**config.mk**
```make
export PLATFORM = sky130hd
export DESIGN_NAME = stack_ctrl
export DESIGN_NICKNAME = d
export VERILOG_FILES = /design/src/rtl/stack_ctrl.sv
export SDC_FILE = /design/constraint.sdc
export NUM_CORES = 1
export LEC_CHECK = 0
export ABC_AREA = 1
export BUFFER_PORTS_ARGS = -buffer_cell sky130_fd_sc_hd__buf_2
export CAP_MARGIN = 5
export CORE_MARGIN = 8
export CORE_UTILIZATION = 40
export CTS_CLUSTER_DIAMETER = 100
export CTS_CLUSTER_SIZE = 8
export DETAILED_ROUTE_END_ITERATION = 12
export GPL_TIMING_DRIVEN = 1
export SETUP_SLACK_MARGIN = 0.02
export SLEW_MARGIN = 10
export SYNTH_ARGS = -nofsm -noshare
export SYNTH_HDL_FRONTEND = slang
export SYNTH_SLANG_ARGS = --single-unit
export TNS_END_PERCENT = 20
```
**constraint.sdc**
```tcl
create_clock -name clk -period 3 [get_ports clk]
set_clock_uncertainty 0.2 [all_clocks]
set_input_delay 0.6 -clock clk [delete_from_list [all_inputs] [get_ports clk]]
set_output_delay 0.6 -clock clk [all_outputs]
set_load 0.02 [all_outputs]
```
**src/rtl/stack_ctrl.sv**
```systemverilog
// Two-register-headed LIFO with a spill array, sticky overflow/underflow flags.
// Define STACK_ERR_TRAP_EN to freeze the stack in a TRAP state on the first error.
module stack_ctrl #(
    parameter int unsigned SPILL_DEPTH = 16
) (
    input  logic                                clk,
    input  logic                                start,
    input  logic [2:0]                          op,
    input  logic [7:0]                          din_top,
    input  logic [7:0]                          din_pen,
    output logic [7:0]                          top_val,
    output logic [7:0]                          pen_val,
    output logic [$clog2(SPILL_DEPTH+3)-1:0]    depth,
    output logic                                full,
    output logic                                empty,
    output logic                                overflow,
    output logic                                underflow,
    output logic                                trap
);

    localparam int unsigned CAP = SPILL_DEPTH + 2;
    localparam int unsigned DW  = $clog2(CAP + 1);
    localparam int unsigned SW  = (SPILL_DEPTH > 1) ? $clog2(SPILL_DEPTH) : 1;

    localparam logic [2:0] OpPush  = 3'b001;
    localparam logic [2:0] OpPop   = 3'b010;
    localparam logic [2:0] OpWr2   = 3'b011;
    localparam logic [2:0] OpPopWr = 3'b100;
    localparam logic [2:0] OpClear = 3'b101;

    logic [7:0]    top_q, top_d;
    logic [7:0]    pen_q, pen_d;
    logic [DW-1:0] depth_q, depth_d;
    logic          ovf_q, ovf_d;
    logic          unf_q, unf_d;
    logic          ovf_evt, unf_evt;
    logic          frozen;

    logic [7:0]    spill_q [SPILL_DEPTH];
    logic          spill_we;
    logic [SW-1:0] sp_wr;
    logic [SW-1:0] sp_rd;
    logic [7:0]    spill_rd;

`ifdef STACK_ERR_TRAP_EN
    typedef enum logic {StRun, StTrap} state_e;
    state_e state_q, state_d;

    always_ff @(posedge clk or posedge start) begin
        if (start) begin
            state_q <= StRun;
        end else begin
            state_q <= state_d;
        end
    end

    always_comb begin
        state_d = state_q;
        case (state_q)
            StRun:   if (ovf_evt || unf_evt) state_d = StTrap;
            StTrap:  state_d = StTrap;
            default: state_d = StRun;
        endcase
    end

    always_comb begin
        trap   = (state_q == StTrap);
        frozen = (state_q == StTrap);
    end
`else
    assign trap   = 1'b0;
    assign frozen = 1'b0;
`endif

    // sp = depth-2 is the next free spill slot; depth-3 is the slot feeding pen on a pop.
    always_comb begin
        sp_wr    = SW'(depth_q - DW'(2));
        sp_rd    = SW'(depth_q - DW'(3));
        spill_rd = (depth_q >= DW'(3)) ? spill_q[sp_rd] : 8'h00;
    end

    always_comb begin
        top_d    = top_q;
        pen_d    = pen_q;
        depth_d  = depth_q;
        ovf_evt  = 1'b0;
        unf_evt  = 1'b0;
        spill_we = 1'b0;
        if (!frozen) begin
            case (op)
                OpPush: begin
                    if (depth_q == DW'(CAP)) begin
                        ovf_evt = 1'b1;
                    end else begin
                        pen_d    = top_q;
                        top_d    = din_top;
                        depth_d  = depth_q + DW'(1);
                        spill_we = (depth_q >= DW'(2));
                    end
                end
                OpPop: begin
                    if (depth_q == '0) begin
                        unf_evt = 1'b1;
                    end else begin
                        top_d   = pen_q;
                        pen_d   = spill_rd;
                        depth_d = depth_q - DW'(1);
                    end
                end
                OpWr2: begin
                    if (depth_q < DW'(2)) begin
                        unf_evt = 1'b1;
                    end else begin
                        top_d = din_top;
                        pen_d = din_pen;
                    end
                end
                OpPopWr: begin
                    if (depth_q < DW'(2)) begin
                        unf_evt = 1'b1;
                    end else begin
                        top_d   = din_top;
                        pen_d   = spill_rd;
                        depth_d = depth_q - DW'(1);
                    end
                end
                OpClear: begin
                    top_d   = 8'h00;
                    pen_d   = 8'h00;
                    depth_d = '0;
                end
                default: ;
            endcase
        end
        ovf_d = ovf_q | ovf_evt;
        unf_d = unf_q | unf_evt;
    end

    always_ff @(posedge clk or posedge start) begin
        if (start) begin
            top_q   <= 8'h00;
            pen_q   <= 8'h00;
            depth_q <= '0;
            ovf_q   <= 1'b0;
            unf_q   <= 1'b0;
        end else begin
            top_q   <= top_d;
            pen_q   <= pen_d;
            depth_q <= depth_d;
            ovf_q   <= ovf_d;
            unf_q   <= unf_d;
        end
    end

    // Spill contents are never observable past sp, so the array carries no reset.
    always_ff @(posedge clk) begin
        if (spill_we) begin
            spill_q[sp_wr] <= pen_q;
        end
    end

    always_comb begin
        top_val   = top_q;
        pen_val   = pen_q;
        depth     = depth_q;
        full      = (depth_q == DW'(CAP));
        empty     = (depth_q == '0);
        overflow  = ovf_q;
        underflow = unf_q;
    end

endmodule

```
==> metrics <==
CTS resizes 0; Netlist Area Pre-Place between 6000 and 7000 µm²; commonest non-fill, non-tap cell in the layout nand2_1; wire length per cell 17.9 µm; vias per inst 5.12; Cell Chain, Critical Path ha_1 -> nand2_1 -> inv_1 -> nor2_2 -> inv_2 -> nand3_1 -> nand3_1 -> nand3_1 -> nand2_1 -> nand2_1 -> nand2_1; final setup TNS 0 ns; I/O Pins between 40 and 50; Tot GR Track Use 16.4%; post-layout util between 40% and 50%; Max FO, Critical Path 16; achievable frequency 388 MHz; met3 usage 3.70%; Slew @ Worst Pin 0.942 ns; Yosys cell types 30; Post-Synthesis Cells 650; Initial Utilization 40.7%; status finished, final reports clean; Setup crit start depth[1]; clock buffer depth 2; CP arrival ~2.7 ns; syn nets 681; DRT iter0 DRCs 334; critical path class reg -> reg; CORE AREA 16500 µm²; Seq cells post-synth about 150; die area ~21000 µm²; Worst-path clk slew 0.06 ns; Pleak 3.31 nW; total wire length between 15 and 20 mm; worst r2r src depth[1]; H-tree lvl count 4; first-pass GRT wire length 27.0 mm; share of cells above drive strength 1 roughly 17%; met2 Usage GRT 26.8%; hpwl dp 11.4 mm; number of global-route vias before repair 4838; cts hold-fix bufs 0; die outline height about 150 µm; Post-CTS Setup Inserts 0; commonest cells after routing, fill and taps aside nand2_1, nand3_1, edfxtp_1; Seq/Total Area, Yosys between 60% and 70%; minimum clock period roughly 2.6 ns; hold crit path type in -> async; initial antenna violation count 0; DRT Pass-1 Iters 4; gp weighted congestion 0.872; Final Setup Violations 0; TritonCTS Buffers 17; P per Cell Area 1080 nW/µm²; final slew viol count 0; M1 GR Usage roughly a fifth; DRT antenna net count 0; n_diodes 0; RSZ-0062 raised after global routing no; via count 4858; Clock Sinks between 150 and 200; Max rail drop VDD around 580 µV; Fin. Hold Viols 0; post-layout net count 747; Slew HR a little under two fifths; final period utilization 85.9%; CP max-delay cell dfrtp_1; largest net degree at the start of global routing 67; critical path startpoint category flip-flop; Crit path top cell by count nand2_1; Worst EP required 3.11 ns; Rows 47; grt ovf 0; Mapped Avg Cell Area 10.3 µm²; TritonCTS clock tree done; # DRC 0; Syn. warnings 0; max incr delay on CP 0.47 ns; I/O Buffers 45; Max-cap violations 0; Layout area overhead 19.6%; Clock Latency Late Sink 0.42 ns; gr busiest metal met2; Die W 146 µm; Crit. End Element flip-flop; clock tree root driver cell clkbuf_16
-- critical path: cells and delay by family, from the launching register on --
| family | cells | cell delay (ns) |
|---|---|---|
| DFF | 1 | 0.47 |
| buffers and inverters | 2 | 0.32 |
| and+or+nand+nor | 8 | 1.17 |
| adders and majority gates | 1 | 0.27 |
-- sequential cells by signal, summed over array words and instances, names as in the netlist --
register   flops
overflow       1
underflow      1
top_val        8
pen_val        8
spill_q      128
depth          5
-- through the flow --
stage,power [mW],worst slack (ns),cells,cell area [µm²],hold slack [ns]
final,8.72,0.424,949,8050,0.187
after global routing,9.19,0.262,949,8050,0.254
after CTS,8.78,0.451,949,8050,0.208
after detailed placement,6.22,0.353,917,7330,0.260
after global placement,6.17,0.433,917,7330,0.251
after floorplan,4.96,0.0818,650,6730,0.395
-- layout make-up --
class	instances	area (µm²)
flip-flops and latches	151	4420
clock inverters	7	210
clock buffers	25	505
fillers	1503	8480
repair buffers	77	478
multi-input cells	439	2040
well taps	220	275
inverters	30	113
-- report_power, final --
part	total, mW	switching, mW	internal, mW
combinational	3.35	2.37	0.987
sequential	2.82	0.155	2.67
clock	2.54	0.786	1.76
-- cells by family after synthesis --
family	after synthesis	share of synthesized area, %
and+or+nand+nor	396	25.6
DFF	151	65.7
buffers and inverters	60	3.89
AOI/OAI and AO/OA	27	2.14
adders and majority gates	10	1.97
xor gates and xnor gates	5	0.651
other	1	0.0558
-- synth_stat cells (all sizes together) --
library cell,n,area [µm²]
or3b,1,8.76
nor3,7,46.3
nand2,212,801
conb,1,3.75
fa,1,20.0
clkbuf,9,33.8
o21ai,7,35.0
xor2,2,17.5
edfxtp,128,3840
or2,1,6.26
dfrtp,23,576
o22ai,2,12.5
buf,21,115
nor2,34,138
ha,9,113
nand3,141,721
a21oi,17,88.8
a211oi,1,7.51
inv,30,113
xnor2,3,26.3
-- worst paths after layout --
check	slack, ns	cells past startpoint	to
worst max-delay path	0.42	11	pen_val[5]
worst min-delay path	0.19	2	top_val[7]
worst max register to register	0.42	11	pen_val[5]
worst min register to register	0.28	1	overflow
max in group asynchronous	1.78	2	depth[0]
min in group clk	0.28	1	overflow
-- layer usage --
metal	vias to the layer above	wire [µm]
li1	2359	-
met1	2309	7370
met2	159	8120
met3	31	948
met4	0	499
met5	-	0
Note: power is estimated with default switching activity, not from simulation.
